<file path="config.mk">
export PLATFORM = sky130hd
export DESIGN_NAME = ldm_stm_sequencer_flat
export DESIGN_NICKNAME = d
export VERILOG_FILES = /design/src/rtl/arm_reg_pkg.sv /design/src/rtl/ldm_stm_sequencer_if.sv /design/src/rtl/arm_reg_map.sv /design/src/rtl/ldm_stm_sequencer.sv /design/src/flat_wrapper.sv
export SDC_FILE = /design/constraint.sdc
export NUM_CORES = 1
export LEC_CHECK = 0
export CORE_AREA = 2 2 151 153
export CTS_BUF_LIST = sky130_fd_sc_hd__clkbuf_4 sky130_fd_sc_hd__clkbuf_8 sky130_fd_sc_hd__clkbuf_16
export CTS_CLUSTER_DIAMETER = 30
export DETAILED_ROUTE_END_ITERATION = 16
export DIE_AREA = 0 0 153 155
export PLACE_DENSITY = 0.85
export SLEW_MARGIN = 25
export SYNTH_ARGS = -nofsm -noshare
export SYNTH_HDL_FRONTEND = slang
export SYNTH_SLANG_ARGS = --single-unit
</file>
<file path="constraint.sdc">
create_clock -name clock -period 9.9 [get_ports clock]
set_input_delay 2.97 -clock clock [delete_from_list [all_inputs] [get_ports clock]]
set_output_delay 2.97 -clock clock [all_outputs]
set_load 0.02 [all_outputs]
</file>
<file path="src/rtl/arm_reg_pkg.sv">
// Shared ARM register-file definitions: widths, mode encodings, physical register
// indices, sequencer state/config types and small list helpers.
package arm_reg_pkg;

    localparam int unsigned DATA_W        = 32;
    localparam int unsigned LIST_W        = 16;
    localparam int unsigned RNUM_W        = 5;
    localparam int unsigned LNUM_W        = 4;
    localparam int unsigned MODE_W        = 5;
    localparam int unsigned NUM_PHYS_REGS = 37;

    localparam logic [MODE_W-1:0] MODE_USR = 5'b10000;
    localparam logic [MODE_W-1:0] MODE_FIQ = 5'b10001;
    localparam logic [MODE_W-1:0] MODE_IRQ = 5'b10010;
    localparam logic [MODE_W-1:0] MODE_SVC = 5'b10011;
    localparam logic [MODE_W-1:0] MODE_ABT = 5'b10111;
    localparam logic [MODE_W-1:0] MODE_UND = 5'b11011;
    localparam logic [MODE_W-1:0] MODE_SYS = 5'b11111;

    localparam int unsigned PHYS_FIQ_R8   = 16;
    localparam int unsigned PHYS_FIQ_R13  = 21;
    localparam int unsigned PHYS_FIQ_R14  = 22;
    localparam int unsigned PHYS_SVC_R13  = 23;
    localparam int unsigned PHYS_SVC_R14  = 24;
    localparam int unsigned PHYS_ABT_R13  = 25;
    localparam int unsigned PHYS_ABT_R14  = 26;
    localparam int unsigned PHYS_IRQ_R13  = 27;
    localparam int unsigned PHYS_IRQ_R14  = 28;
    localparam int unsigned PHYS_UND_R13  = 29;
    localparam int unsigned PHYS_UND_R14  = 30;
    localparam int unsigned PHYS_SPSR_FIQ = 31;
    localparam int unsigned PHYS_SPSR_SVC = 32;
    localparam int unsigned PHYS_SPSR_ABT = 33;
    localparam int unsigned PHYS_SPSR_IRQ = 34;
    localparam int unsigned PHYS_SPSR_UND = 35;
    localparam int unsigned PHYS_CPSR     = 36;

    typedef enum logic [1:0] {
        ST_IDLE,
        ST_SETUP,
        ST_XFER,
        ST_DONE
    } seq_state_e;

    // Transfer request captured when start is accepted
    typedef struct packed {
        logic                is_load;
        logic                up;
        logic                pre;
        logic [MODE_W-1:0]   mode;
        logic                user_bank;
        logic [DATA_W-1:0]   base;
    } xfer_cfg_t;

    function automatic logic [4:0] popcount(input logic [LIST_W-1:0] list);
        popcount = 5'd0;
        for (int i = 0; i < int'(LIST_W); i++) begin
            popcount = popcount + 5'(list[i]);
        end
    endfunction

    // Index of the lowest set bit; 0 when the list is empty
    function automatic logic [LNUM_W-1:0] lowest_set(input logic [LIST_W-1:0] list);
        lowest_set = '0;
        for (int i = int'(LIST_W) - 1; i >= 0; i--) begin
            if (list[i]) lowest_set = LNUM_W'(i);
        end
    endfunction

endpackage

</file>
<file path="src/rtl/ldm_stm_sequencer_if.sv">
// Register-file and word-memory port driven by the LDM/STM sequencer.
interface ldm_stm_sequencer_if;
    import arm_reg_pkg::*;

    logic [RNUM_W-1:0] rf_read_num;
    logic [DATA_W-1:0] rf_read_data;
    logic [RNUM_W-1:0] rf_write_num;
    logic [DATA_W-1:0] rf_write_data;
    logic              rf_regwrite;
    logic              mem_req;
    logic              mem_we;
    logic [DATA_W-1:0] mem_addr;
    logic [DATA_W-1:0] mem_wdata;
    logic [DATA_W-1:0] mem_rdata;
    logic              mem_ready;

    modport master (
        output rf_read_num, rf_write_num, rf_write_data, rf_regwrite,
        output mem_req, mem_we, mem_addr, mem_wdata,
        input  rf_read_data, mem_rdata, mem_ready
    );

    modport slave (
        input  rf_read_num, rf_write_num, rf_write_data, rf_regwrite,
        input  mem_req, mem_we, mem_addr, mem_wdata,
        output rf_read_data, mem_rdata, mem_ready
    );

endinterface

</file>
<file path="src/rtl/arm_reg_map.sv">
// Logical register + processor mode to physical register number (0-30).
module arm_reg_map
    import arm_reg_pkg::*;
(
    input  logic [MODE_W-1:0] mode,
    input  logic              user_bank,
    input  logic [LNUM_W-1:0] log_num,
    output logic [RNUM_W-1:0] phys_num_c
);

    logic [MODE_W-1:0] eff_mode;

    // S-bit transfers see the user bank; unknown modes fall through as user
    always_comb begin
        eff_mode   = user_bank ? MODE_USR : mode;
        phys_num_c = RNUM_W'(log_num);
        case (eff_mode)
            MODE_FIQ: begin
                if (log_num >= 4'd8 && log_num <= 4'd14)
                    phys_num_c = RNUM_W'(PHYS_FIQ_R8) + RNUM_W'(log_num - 4'd8);
            end
            MODE_SVC: begin
                if (log_num == 4'd13)      phys_num_c = RNUM_W'(PHYS_SVC_R13);
                else if (log_num == 4'd14) phys_num_c = RNUM_W'(PHYS_SVC_R14);
            end
            MODE_ABT: begin
                if (log_num == 4'd13)      phys_num_c = RNUM_W'(PHYS_ABT_R13);
                else if (log_num == 4'd14) phys_num_c = RNUM_W'(PHYS_ABT_R14);
            end
            MODE_IRQ: begin
                if (log_num == 4'd13)      phys_num_c = RNUM_W'(PHYS_IRQ_R13);
                else if (log_num == 4'd14) phys_num_c = RNUM_W'(PHYS_IRQ_R14);
            end
            MODE_UND: begin
                if (log_num == 4'd13)      phys_num_c = RNUM_W'(PHYS_UND_R13);
                else if (log_num == 4'd14) phys_num_c = RNUM_W'(PHYS_UND_R14);
            end
            default: ;
        endcase
    end

endmodule

</file>
<file path="src/rtl/ldm_stm_sequencer.sv">
// LDM/STM multi-register transfer engine: walks the register list lowest-first,
// one word per memory handshake, and reports the base writeback value.
module ldm_stm_sequencer
    import arm_reg_pkg::*;
(
    input  logic                clock,
    input  logic                reset,
    input  logic                start,
    input  logic                is_load,
    input  logic [LIST_W-1:0]   reg_list,
    input  logic [DATA_W-1:0]   base_addr,
    input  logic                up,
    input  logic                pre,
    input  logic [MODE_W-1:0]   mode,
    input  logic                user_bank,
    ldm_stm_sequencer_if.master bus,
    output logic                busy,
    output logic                done,
    output logic [DATA_W-1:0]   wb_addr
);

    seq_state_e        state_q, state_d;
    xfer_cfg_t         cfg_q;
    logic [LIST_W-1:0] list_q;
    logic [LIST_W-1:0] list_rest;
    logic [DATA_W-1:0] addr_q;
    logic [DATA_W-1:0] wb_q;
    logic [DATA_W-1:0] span;
    logic [DATA_W-1:0] start_addr;
    logic [DATA_W-1:0] wb_val;
    logic [LNUM_W-1:0] cur_reg;
    logic [RNUM_W-1:0] cur_phys;

    logic              mem_req_c;
    logic              mem_we_c;
    logic [DATA_W-1:0] mem_addr_c;
    logic [DATA_W-1:0] mem_wdata_c;
    logic              rf_regwrite_c;
    logic [RNUM_W-1:0] rf_read_num_c;
    logic [RNUM_W-1:0] rf_write_num_c;
    logic [DATA_W-1:0] rf_write_data_c;

    assign cur_reg   = lowest_set(list_q);
    assign list_rest = list_q & (list_q - LIST_W'(1));
    assign span      = DATA_W'(popcount(list_q)) << 2;
    assign wb_val    = cfg_q.up ? (cfg_q.base + span) : (cfg_q.base - span);

    // Lowest register always lands on the lowest address, so every mode walks upward
    always_comb begin
        case ({cfg_q.up, cfg_q.pre})
            2'b10:   start_addr = cfg_q.base;
            2'b11:   start_addr = cfg_q.base + DATA_W'(4);
            2'b00:   start_addr = cfg_q.base - span + DATA_W'(4);
            default: start_addr = cfg_q.base - span;
        endcase
    end

    arm_reg_map u_map (
        .mode       (cfg_q.mode),
        .user_bank  (cfg_q.user_bank),
        .log_num    (cur_reg),
        .phys_num_c (cur_phys)
    );

    always_ff @(posedge clock or posedge reset) begin
        if (reset) state_q <= ST_IDLE;
        else       state_q <= state_d;
    end

    always_ff @(posedge clock or posedge reset) begin
        if (reset) begin
            cfg_q  <= '0;
            list_q <= '0;
            addr_q <= '0;
            wb_q   <= '0;
        end else begin
            case (state_q)
                ST_IDLE: begin
                    if (start) begin
                        cfg_q.is_load   <= is_load;
                        cfg_q.up        <= up;
                        cfg_q.pre       <= pre;
                        cfg_q.mode      <= mode;
                        cfg_q.user_bank <= user_bank;
                        cfg_q.base      <= base_addr;
                        list_q          <= reg_list;
                    end
                end
                ST_SETUP: begin
                    addr_q <= start_addr;
                    wb_q   <= wb_val;
                end
                ST_XFER: begin
                    if (bus.mem_ready) begin
                        list_q <= list_rest;
                        addr_q <= addr_q + DATA_W'(4);
                    end
                end
                default: ;
            endcase
        end
    end

    // Next state and port outputs; everything is gated by state so IDLE drives zeros
    always_comb begin
        state_d         = state_q;
        mem_req_c       = 1'b0;
        mem_we_c        = 1'b0;
        mem_addr_c      = '0;
        mem_wdata_c     = '0;
        rf_regwrite_c   = 1'b0;
        rf_read_num_c   = '0;
        rf_write_num_c  = '0;
        rf_write_data_c = '0;
        busy            = 1'b1;
        done            = 1'b0;
        wb_addr         = '0;
        case (state_q)
            ST_IDLE: begin
                busy = 1'b0;
                if (start) state_d = ST_SETUP;
            end
            ST_SETUP: begin
                state_d = (list_q == '0) ? ST_DONE : ST_XFER;
            end
            ST_XFER: begin
                mem_req_c  = 1'b1;
                mem_we_c   = ~cfg_q.is_load;
                mem_addr_c = addr_q;
                if (!cfg_q.is_load) begin
                    rf_read_num_c = cur_phys;
                    mem_wdata_c   = bus.rf_read_data;
                end else if (bus.mem_ready) begin
                    rf_regwrite_c   = 1'b1;
                    rf_write_num_c  = cur_phys;
                    rf_write_data_c = bus.mem_rdata;
                end
                if (bus.mem_ready && list_rest == '0) state_d = ST_DONE;
            end
            ST_DONE: begin
                done    = 1'b1;
                wb_addr = wb_q;
                state_d = ST_IDLE;
            end
            default: state_d = ST_IDLE;
        endcase
    end

    assign bus.mem_req       = mem_req_c;
    assign bus.mem_we        = mem_we_c;
    assign bus.mem_addr      = mem_addr_c;
    assign bus.mem_wdata     = mem_wdata_c;
    assign bus.rf_regwrite   = rf_regwrite_c;
    assign bus.rf_read_num   = rf_read_num_c;
    assign bus.rf_write_num  = rf_write_num_c;
    assign bus.rf_write_data = rf_write_data_c;

endmodule

</file>
<file path="src/flat_wrapper.sv">
// flat-port wrapper written by rule: the top's interface ports become plain ports
module ldm_stm_sequencer_flat import arm_reg_pkg::*;
  (clock, reset, start, is_load, reg_list, base_addr, up, pre, mode, user_bank, busy, done, wb_addr, bus_rf_read_num, bus_rf_write_num, bus_rf_write_data, bus_rf_regwrite, bus_mem_req, bus_mem_we, bus_mem_addr, bus_mem_wdata, bus_rf_read_data, bus_mem_rdata, bus_mem_ready);
  ldm_stm_sequencer_if bus_i ();
  input  logic clock;
  input  logic reset;
  input  logic start;
  input  logic is_load;
  input  logic [LIST_W-1:0] reg_list;
  input  logic [DATA_W-1:0] base_addr;
  input  logic up;
  input  logic pre;
  input  logic [MODE_W-1:0] mode;
  input  logic user_bank;
  output logic busy;
  output logic done;
  output logic [DATA_W-1:0] wb_addr;
  output wire logic [$bits(bus_i.rf_read_num)-1:0] bus_rf_read_num;
  output wire logic [$bits(bus_i.rf_write_num)-1:0] bus_rf_write_num;
  output wire logic [$bits(bus_i.rf_write_data)-1:0] bus_rf_write_data;
  output wire logic [$bits(bus_i.rf_regwrite)-1:0] bus_rf_regwrite;
  output wire logic [$bits(bus_i.mem_req)-1:0] bus_mem_req;
  output wire logic [$bits(bus_i.mem_we)-1:0] bus_mem_we;
  output wire logic [$bits(bus_i.mem_addr)-1:0] bus_mem_addr;
  output wire logic [$bits(bus_i.mem_wdata)-1:0] bus_mem_wdata;
  input wire logic [$bits(bus_i.rf_read_data)-1:0] bus_rf_read_data;
  input wire logic [$bits(bus_i.mem_rdata)-1:0] bus_mem_rdata;
  input wire logic [$bits(bus_i.mem_ready)-1:0] bus_mem_ready;
  assign bus_rf_read_num = bus_i.rf_read_num;
  assign bus_rf_write_num = bus_i.rf_write_num;
  assign bus_rf_write_data = bus_i.rf_write_data;
  assign bus_rf_regwrite = bus_i.rf_regwrite;
  assign bus_mem_req = bus_i.mem_req;
  assign bus_mem_we = bus_i.mem_we;
  assign bus_mem_addr = bus_i.mem_addr;
  assign bus_mem_wdata = bus_i.mem_wdata;
  assign bus_i.rf_read_data = bus_rf_read_data;
  assign bus_i.mem_rdata = bus_mem_rdata;
  assign bus_i.mem_ready = bus_mem_ready;
  ldm_stm_sequencer u_core (.clock(clock), .reset(reset), .start(start), .is_load(is_load), .reg_list(reg_list), .base_addr(base_addr), .up(up), .pre(pre), .mode(mode), .user_bank(user_bank), .bus(bus_i), .busy(busy), .done(done), .wb_addr(wb_addr));
endmodule
</file>
== Word level (Yosys, flattened, before mapping) ==
Cells that the tools add are included.

* Add/sub/neg operators: 23
* $mul: 0
* Divide/modulo/power cells: 0
* Order comparisons: 2
* Equality and inequality tests: 15
* Shift operators: 0
* Multiplexer cells: 57
* Bitwise operators: 2
* Reductions and logical operators: 12

{| class="wikitable"
|+ Operator list
! cell !! count
|-
| 32-bit 2-to-1 mux || 9
|-
| 32-bit by 3-bit adder with 32-bit output (second input constant) || 3
|-
| 32-bit one-hot mux with 3 select lines || 1
|-
| 5-bit 2-to-1 mux || 15
|-
| 5-bit by 1-bit adder with 5-bit output || 14
|-
| 4-bit 2-to-1 mux || 16
|-
| 32-bit one-hot mux with 2 select lines || 1
|-
| 32-bit by 7-bit adder with 32-bit output || 1
|-
| 16-bit logical NOT || 2
|-
| 16-bit 2-to-1 mux || 2
|-
| 16-bit one-hot mux with 2 select lines || 1
|-
| 32-bit by 7-bit subtractor with 32-bit output || 1
|-
| 5-bit == test (second input constant) || 5
|-
| 5-bit one-hot mux with 5 select lines || 1
|-
| 16-bit AND || 1
|-
| 16-bit by 1-bit subtractor with 16-bit output (second input constant) || 1
|-
| 2-bit == test (second input constant) || 4
|-
| 4-bit == test (second input constant) || 2
|-
| 1-bit 2-to-1 mux || 8
|-
| 2-bit one-hot mux with 4 select lines || 1
|-
| 2-bit AND reduction || 3
|-
| 5-bit adder (first input constant) || 1
|-
| 4-bit by 4-bit subtractor with 5-bit output (second input constant) || 1
|-
| 4-bit >= comparator (second input constant) || 1
|-
| 11 further kinds || 16
|}

* Bits in registers: 123
* Bits in latches: 0
* Bits in writable memories: 0
* Memory bits (read-only): 0
* Output and inout port bits: 143
* Word-level logic and storage cells: 121
* Memories: 0

== Logic depth before layout (Yosys ltp) ==
Gate-level depths: netlist (run 1).

* Depth after elaboration: 23
* Mapped depth: 27

== Cells and area by module ==
From an unflattened synthesis (run 1), not the netlist that was laid out.

* Cells, all modules: 1352
* Area, all modules: 11130.7 um^2

{| class="wikitable"
|+ Modules (own cells, without submodules)
! module !! instances !! cells each !! area each (um^2) !! sequential area each (um^2)
|-
| ldm_stm_sequencer || 1 || 1319 || 10905.5 || 3078.0
|-
| arm_reg_map || 1 || 33 || 225.2 || 0.0
|}

== Worst setup path before layout (run 1) ==
No wires, ideal clock.

* Path type: input to output
* Start: input port bus_mem_ready
* End: output port bus_rf_write_num[3]
* Arrival time: 4582 ps
* Slack: 2348 ps
* Cell stages on the path: 7
* Path buffers: 2
* Path through: clkbuf_1 -> inv_1 -> nor2_1 -> nand2_1 -> inv_1 -> clkbuf_1 -> and2_1

* Cells in the longest elaborated chain, start to end: 3

{| class="wikitable"
|+ RTL lines
! item !! RTL line !! RTL
|-
| from (decl) || flat_wrapper.sv:28 || <nowiki>input wire logic [$bits(bus_i.mem_ready)-1:0] bus_mem_ready;</nowiki>
|-
| 5-bit 2-to-1 mux || ldm_stm_sequencer.sv:133 || <nowiki>end else if (bus.mem_ready) begin</nowiki>
|-
| 5-bit 2-to-1 mux || ldm_stm_sequencer.sv:130 || <nowiki>if (!cfg_q.is_load) begin</nowiki>
|-
| 5-bit 2-to-1 mux || ldm_stm_sequencer.sv:118 || <nowiki>case (state_q)</nowiki>
|-
| to (decl) || flat_wrapper.sv:19 || <nowiki>output wire logic [$bits(bus_i.rf_write_num)-1:0] bus_rf_write_num;</nowiki>
|}

No other way between the ends.

== Final worst setup path (run 1) ==
* Start: input port bus_mem_ready
* End: output port bus_rf_write_data[22]

* Cells in the longest elaborated chain, start to end: 3

{| class="wikitable"
|+ RTL lines
! item !! RTL line !! RTL
|-
| 32-bit 2-to-1 mux || ldm_stm_sequencer.sv:133 ||
|-
| 32-bit 2-to-1 mux || ldm_stm_sequencer.sv:130 ||
|-
| 32-bit 2-to-1 mux || ldm_stm_sequencer.sv:118 ||
|-
| to (decl) || flat_wrapper.sv:20 || <nowiki>output wire logic [$bits(bus_i.rf_write_data)-1:0] bus_rf_write_data;</nowiki>
|}

No other way between the ends.

==> results of run 1 <==
==> synthesized netlist by cell type, drive strengths merged (10+ instances only) <==
| cell type | instances |
|---|---|
| a21oi | 93 |
| nand2 | 103 |
| nand2b | 10 |
| fa | 12 |
| o21ai | 63 |
| or3 | 16 |
| xor2 | 41 |
| nor2b | 11 |
| inv | 62 |
| and3 | 22 |
| clkbuf | 74 |
| a21o | 26 |
| mux2 | 70 |
| nor4 | 19 |
| nor3 | 50 |
| ha | 29 |
| nand4 | 23 |
| o22ai | 21 |
| dfrtp | 123 |
| nor2 | 86 |
| buf | 16 |
| nand3 | 58 |
| a31oi | 10 |
| o31ai | 13 |
| and2 | 132 |
| xnor2 | 46 |
| or4 | 10 |
==> stage by stage <==
step	util [%]	hold slack, ns
after floorplan	-	0.458
after global placement	62.9	0.481
after detailed placement	62.9	0.488
after CTS	65.5	0.501
after global routing	65.5	0.518
final	65.5	0.495
==> how the worst max path moves through the flow <==
| stage | startpoint | endpoint | slack [ns] |
|---|---|---|---|
| after global placement | bus_mem_ready | bus_rf_write_num[3] | 1.44 |
| after CTS | bus_mem_ready | bus_rf_write_data[22] | 1.31 |
| after floorplan | bus_mem_ready | bus_rf_write_num[3] | 2.35 |
| after detailed placement | bus_mem_ready | bus_rf_write_data[22] | 1.33 |
| final | bus_mem_ready | bus_rf_write_data[22] | 1.28 |
| after global routing | bus_mem_ready | bus_rf_write_data[9] | 1.11 |
==> per-layer routing <==
layer / up-vias / global-route usage, % / wire length [µm]
met5: - / 0 / 10
met1: 5421 / 45.3 / 16800
met2: 627 / 46.7 / 16500
li1: 5311 / - / -
met3: 62 / 7.10 / 3700
met4: 2 / 7.19 / 636
==> logic make-up (layout without fill, tap and decap cells) <==
family | Yosys count | count (layout) | share of synthesized area [%]
flip-flops | 123 | 123 | 27.2
XOR/XNOR | 87 | 87 | 6.72
multiplexers | 79 | 79 | 7.75
adder cells (fa/ha/maj) | 41 | 41 | 5.32
other | 0 | 2 | 0
AO/OA/AOI/OAI | 321 | 321 | 18.7
buffers and inverters | 155 | 377 | 6.49
AND/OR/NAND/NOR | 566 | 566 | 27.8
==> flip-flops by register name, summed over array words and instances, names as in the netlist <==
signal,flops
u_core.addr_q,32
u_core.cfg_q,41
u_core.wb_q,32
u_core.state_q,2
u_core.list_q,16
==> final cells by class <==
| class | count | area, µm² | share of cell area [%] |
|---|---|---|---|
| well taps | 285 | 357 | 2.45 |
| repair buffers | 280 | 2770 | 19.0 |
| flip-flops and latches | 123 | 3080 | 21.1 |
| multi-input cells | 1094 | 7530 | 51.7 |
| clock inverters | 15 | 150 | 1.03 |
| inverters | 65 | 246 | 1.69 |
| diodes | 2 | 5.00 | 0.0344 |
| clock buffers | 17 | 425 | 2.92 |
==> critical path: cells and delay by family <==
kind                   cells  cell delay [ns]
buffers and inverters      5             2.17
and+or+nand+nor            3             0.49
==> run_results.csv, run 1 <==
group,metric,value,unit
logic_synthesis,synth.top_cells.by_area,"dfrtp_1 27%, and2_1 7.2%, mux2_2 7.0%, a21oi_1 4.1%, xnor2_1 3.6%",
logic_synthesis,synth-edff-count,0,
logic_synthesis,synthArstFlopShare,100,%
logic_synthesis,synth_cell_type_count,95,
clocking,ctsHoldBuffers,0,
drt,wirelength,37700,µm
logic_synthesis,syn-instance-count,1372,
worst_setup_path,worstSetupEndpointType,"primary output",
layout,area_growth,28.5,%
global_route,grt_pass1_vias,10780,
worst_setup_path,reg2reg_slack,2.03,ns
min_path,holdCritPathClass,"flip-flop to flip-flop",
timing,totalNegativeSetupSlack,0,ns
floorplan,ioPinCount,268,
place,place_inst,1847,
floorplan,core_area,0.0222,mm²
logic_synthesis,syn_nets,1538,
flow_run,cap_violations,0,
worst_setup_path,r2r_cells,22,
worst_setup_path,reg2reg_from,"u_core.list_q[0]",
layout,fillCellCount,1841,
clocking,cts.sinks,123,
timing,slew_violations,0,
clocking,cts_root_buf,"clkbuf_16",
timing,hold_viol_final,0,
logic_synthesis,yosysWarnings,0,
logic_synthesis,ys.flop_type,"dfrtp_1",
global_route,grt_max_degree,78,
logic_synthesis,ys_ff_latch,123,
layout,fin_nets,1747,
timing,rsz0062_at_grt,"no",
clocking,clk_latency,0.43,ns
timing,slew_headroom,31.9,%
worst_setup_path,r2r_end,"u_core.addr_q[25]",
worst_setup_path,slowest_delay,0.71,ns
worst_setup_path,crit_fanout,34,
clocking,max-clock-path-buffers,2,
drt,viasPerCell,6.07,
floorplan,die_x,153,µm
worst_setup_path,path_cells,"clkdlybuf4s50_1 > inv_1 > nor2_1 > buf_4 > nand2_1 > inv_1 > and2_1 > clkdlybuf4s50_1",
logic_synthesis,yosysTopAreaCell,"dfrtp_1",
drt,via_count,11423,
clocking,cts_tree,"yes",
worst_setup_path,crit_type,"input pin to primary output",
timing,final.period_utilization,87.1,%
floorplan,die_area,0.0237,mm²
run_status,outcome,"complete, no violations",
logic_synthesis,postSynthAreaPerCell,8.26,µm²
timing,worst_pin_slew,1.01,ns
timing,setup_slack,1.28,ns
clocking,path_clk_slew,0.06,ns
layout,layout_common_cells,"267 x clkdlybuf4s50_1, 131 x and2_1, 123 x dfrtp_1",
worst_setup_path,required,6.93,ns
drt,drt_drc_violations_left,0,
min_path,holdPathStages,1,
worst_setup_path,crit_path_top_delay_cell,"clkdlybuf4s50_1",
timing,clock.fmax,116,MHz
place,gp_congestion,0.981,
layout,finalNonFillerCells,1881,
layout,final_area,0.0146,mm²
logic_synthesis,syn_area,0.0113,mm²
clocking,cts_resized,0,
clocking,cts_setup_buffers,0,
layout,layout_commonest_cell,"clkdlybuf4s50_1",
timing,clock_skew,0.0114,ns
drt,drt-pass1-iter-count,8,
floorplan,fp.dieH,155,µm
global_route,overflow,0,
floorplan,initial_core_util,51.0,%
min_path,min_to,"u_core.cfg_q[37]",
place,dp_hpwl,28100,µm
layout,drive_gt1_share,10.1,%
drt,detail_route.wl_per_cell,20.0,µm
min_path,hold_path.startpoint,"u_core.cfg_q[37]",
drt,drt_iter0_markers,1281,
timing,setup_violations,0,
clocking,htreeDepth,4,
place,dpl-instance-area,0.0140,mm²
worst_setup_path,cp.arrival,5.65,ns
logic_synthesis,yosysSeqAreaShare,27.2,%
floorplan,fp-row-count,55,
global_route,grt_pass1_wl,59100,µm
place,pre_cts_ws,1.33,ns
place,io_buffers,267,
logic_synthesis,synth_top_area_share,27.2,%
worst_setup_path,cp-start-kind,"input pin",
drt,ant_nets,0,
global_route,grt_use_total,31.0,%
clocking,cts_made_buffers,17,
global_route,antenna_found_initial,2,
timing,fin_crit,8.62,ns
Power of run 1 is left out: the tool's default activity adds up to more than one toggle a clock period on the data nets, which glitch-free logic cannot reach.
==> inputs of run 2 (changes only) <==
- PLACE_DENSITY: 0.85 -> not set
- PLACE_DENSITY_LB_ADDON: not set -> 0.2
==> run 2 against run 1 <==
First-iteration DRC count up 4.9%. Clock-buffer cell count rose by 5. Register-to-register slack improved by 0.03 ns. Flip-flop and latch count did not move. Via count is 0.94% lower. Cell area is 0.30% higher. Final cell count is essentially flat. Critical path type unchanged. Critical endpoint is now bus_rf_write_data[6]. Highest routed layer is now met4.
==> run_results.csv, run 2 (synthesis gave the netlist of run 1 again) <==
group,metric,value,unit
run_status,outcome,"complete, no violations",
clocking,ctsHoldBuffers,0,
drt,via_count,11316,
clocking,cts_made_buffers,17,
global_route,overflow,0,
drt,drt_drc_violations_left,0,
clocking,clk_latency,0.43,ns
clocking,cts_root_buf,"clkbuf_16",
layout,fin_nets,1749,
timing,rsz0062_at_grt,"no",
layout,fillCellCount,1902,
place,io_buffers,267,
worst_setup_path,reg2reg_slack,2.06,ns
drt,wirelength,37300,µm
timing,slew_headroom,29.2,%
floorplan,core_area,0.0222,mm²
worst_setup_path,crit_type,"input pin to primary output",
worst_setup_path,worstSetupEndpointType,"primary output",
timing,totalNegativeSetupSlack,0,ns
floorplan,ioPinCount,268,
clocking,htreeDepth,4,
layout,drive_gt1_share,10.2,%
floorplan,die_area,0.0237,mm²
worst_setup_path,crit_start,"bus_mem_ready",
layout,layout_commonest_cell,"clkdlybuf4s50_1",
clocking,max-clock-path-buffers,2,
layout,layout_common_cells,"267 x clkdlybuf4s50_1, 131 x and2_1, 123 x dfrtp_1",
worst_setup_path,reg2reg_from,"u_core.list_q[0]",
timing,worst_pin_slew,1.05,ns
drt,viasPerCell,6.01,
drt,drt-pass1-iter-count,6,
min_path,holdPathStages,1,
floorplan,initial_core_util,51.0,%
timing,clock.fmax,115,MHz
worst_setup_path,crit_family,"buffers and inverters",
layout,area_growth,28.9,%
timing,slew_violations,0,
timing,hold_viol_final,0,
flow_run,cap_violations,0,
worst_setup_path,cp-start-kind,"input pin",
worst_setup_path,required,6.93,ns
drt,drt_iter0_markers,1344,
layout,top_register,"u_core.cfg_q",
global_route,grt_pass1_vias,10456,
layout,largest_reg_flops,41,
clocking,cts_resized,0,
worst_setup_path,crit_path_top_delay_cell,"clkdlybuf4s50_1",
global_route,grt_pass1_wl,59400,µm
layout,reg_top3,"u_core.cfg_q x41, u_core.addr_q x32, u_core.wb_q x32",
place,dp_hpwl,27800,µm
clocking,cts.sinks,123,
timing,final.period_utilization,88.2,%
timing,setup_violations,0,
timing,clock_skew,0.00788,ns
worst_setup_path,crit_fanout,34,
global_route,antenna_found_initial,1,
worst_setup_path,critPathBufInv,5,
worst_setup_path,path_cells,"clkdlybuf4s50_1 > inv_1 > nor2_1 > buf_4 > nand2_1 > inv_1 > and2_1 > clkdlybuf4s50_1",
min_path,hold_path.startpoint,"u_core.wb_q[16]",
place,gp_congestion,0.961,
worst_setup_path,r2r_cells,22,
drt,detail_route.wl_per_cell,19.8,µm
min_path,holdCritPathClass,"flip-flop to flip-flop",
worst_setup_path,slowest_delay,0.72,ns
floorplan,die_x,153,µm
clocking,path_clk_slew,0.06,ns
worst_setup_path,cp.arrival,5.76,ns
global_route,grt_use_total,31.2,%
floorplan,fp.dieH,155,µm
floorplan,fp-row-count,55,
timing,fin_crit,8.73,ns
clocking,cts_tree,"yes",
global_route,grt_max_degree,78,
drt,ant_nets,0,
clocking,cts_setup_buffers,0,
worst_setup_path,r2r_end,"u_core.addr_q[25]",
min_path,min_to,"u_core.wb_q[16]",
[run 2: cell types whose count changed in the layout (fill, tap and decap cells not counted), sizes merged]
| cell | delta |
|---|---|
| buf | +2 |
| inv | -2 |
| clkinv | -2 |
| clkinvlp | -1 |
| diode | -1 |
| clkbuf | +5 |
[run 2: metal layers]
metal	part of all wire (%)	GRT usage [%]	wire length [µm]	vias up
met3	8.1	6.69	3010	42
met5	0	0	0	-
met4	1.7	7.19	650	0
met1	47	48.0	17500	5438
met2	43	44.7	16200	534
li1	-	-	-	5302
[run 2: final cells by class]
class	count	area, µm²	share of cell area (%)
Clock inverter	10	115	0.788
Sequential cell	123	3080	21.1
Inverter	65	246	1.69
Timing Repair Buffer	282	2790	19.1
Antenna cell	1	2.50	0.0171
Tap cell	285	357	2.44
Clock buffer	22	488	3.34
Multi-Input combinational cell	1094	7530	51.6
[run 2: worst max path at each step]
stage,end,slack (ns),cells past startpoint
floorplan,bus_rf_write_num[3],2.35,7
global placement,bus_rf_write_data[10],1.33,8
detailed placement,bus_rf_write_data[6],1.23,8
CTS,bus_rf_write_data[6],1.22,8
global route,bus_rf_write_data[2],1.01,8
finish,bus_rf_write_data[6],1.17,8
[run 2: through the flow]
| stage | hold slack, ns | cell area (µm²) | cells | util [%] | worst slack [ns] |
|---|---|---|---|---|---|
| floorplan | 0.458 | 11300 | 1372 | - | 2.35 |
| global placement | 0.484 | 14000 | 1849 | 63.0 | 1.33 |
| detailed placement | 0.488 | 14000 | 1849 | 63.0 | 1.23 |
| CTS | 0.503 | 14600 | 1881 | 65.7 | 1.22 |
| global route | 0.516 | 14600 | 1882 | 65.7 | 1.01 |
| finish | 0.500 | 14600 | 1882 | 65.7 | 1.17 |
Power of run 2 is left out for the same reason.
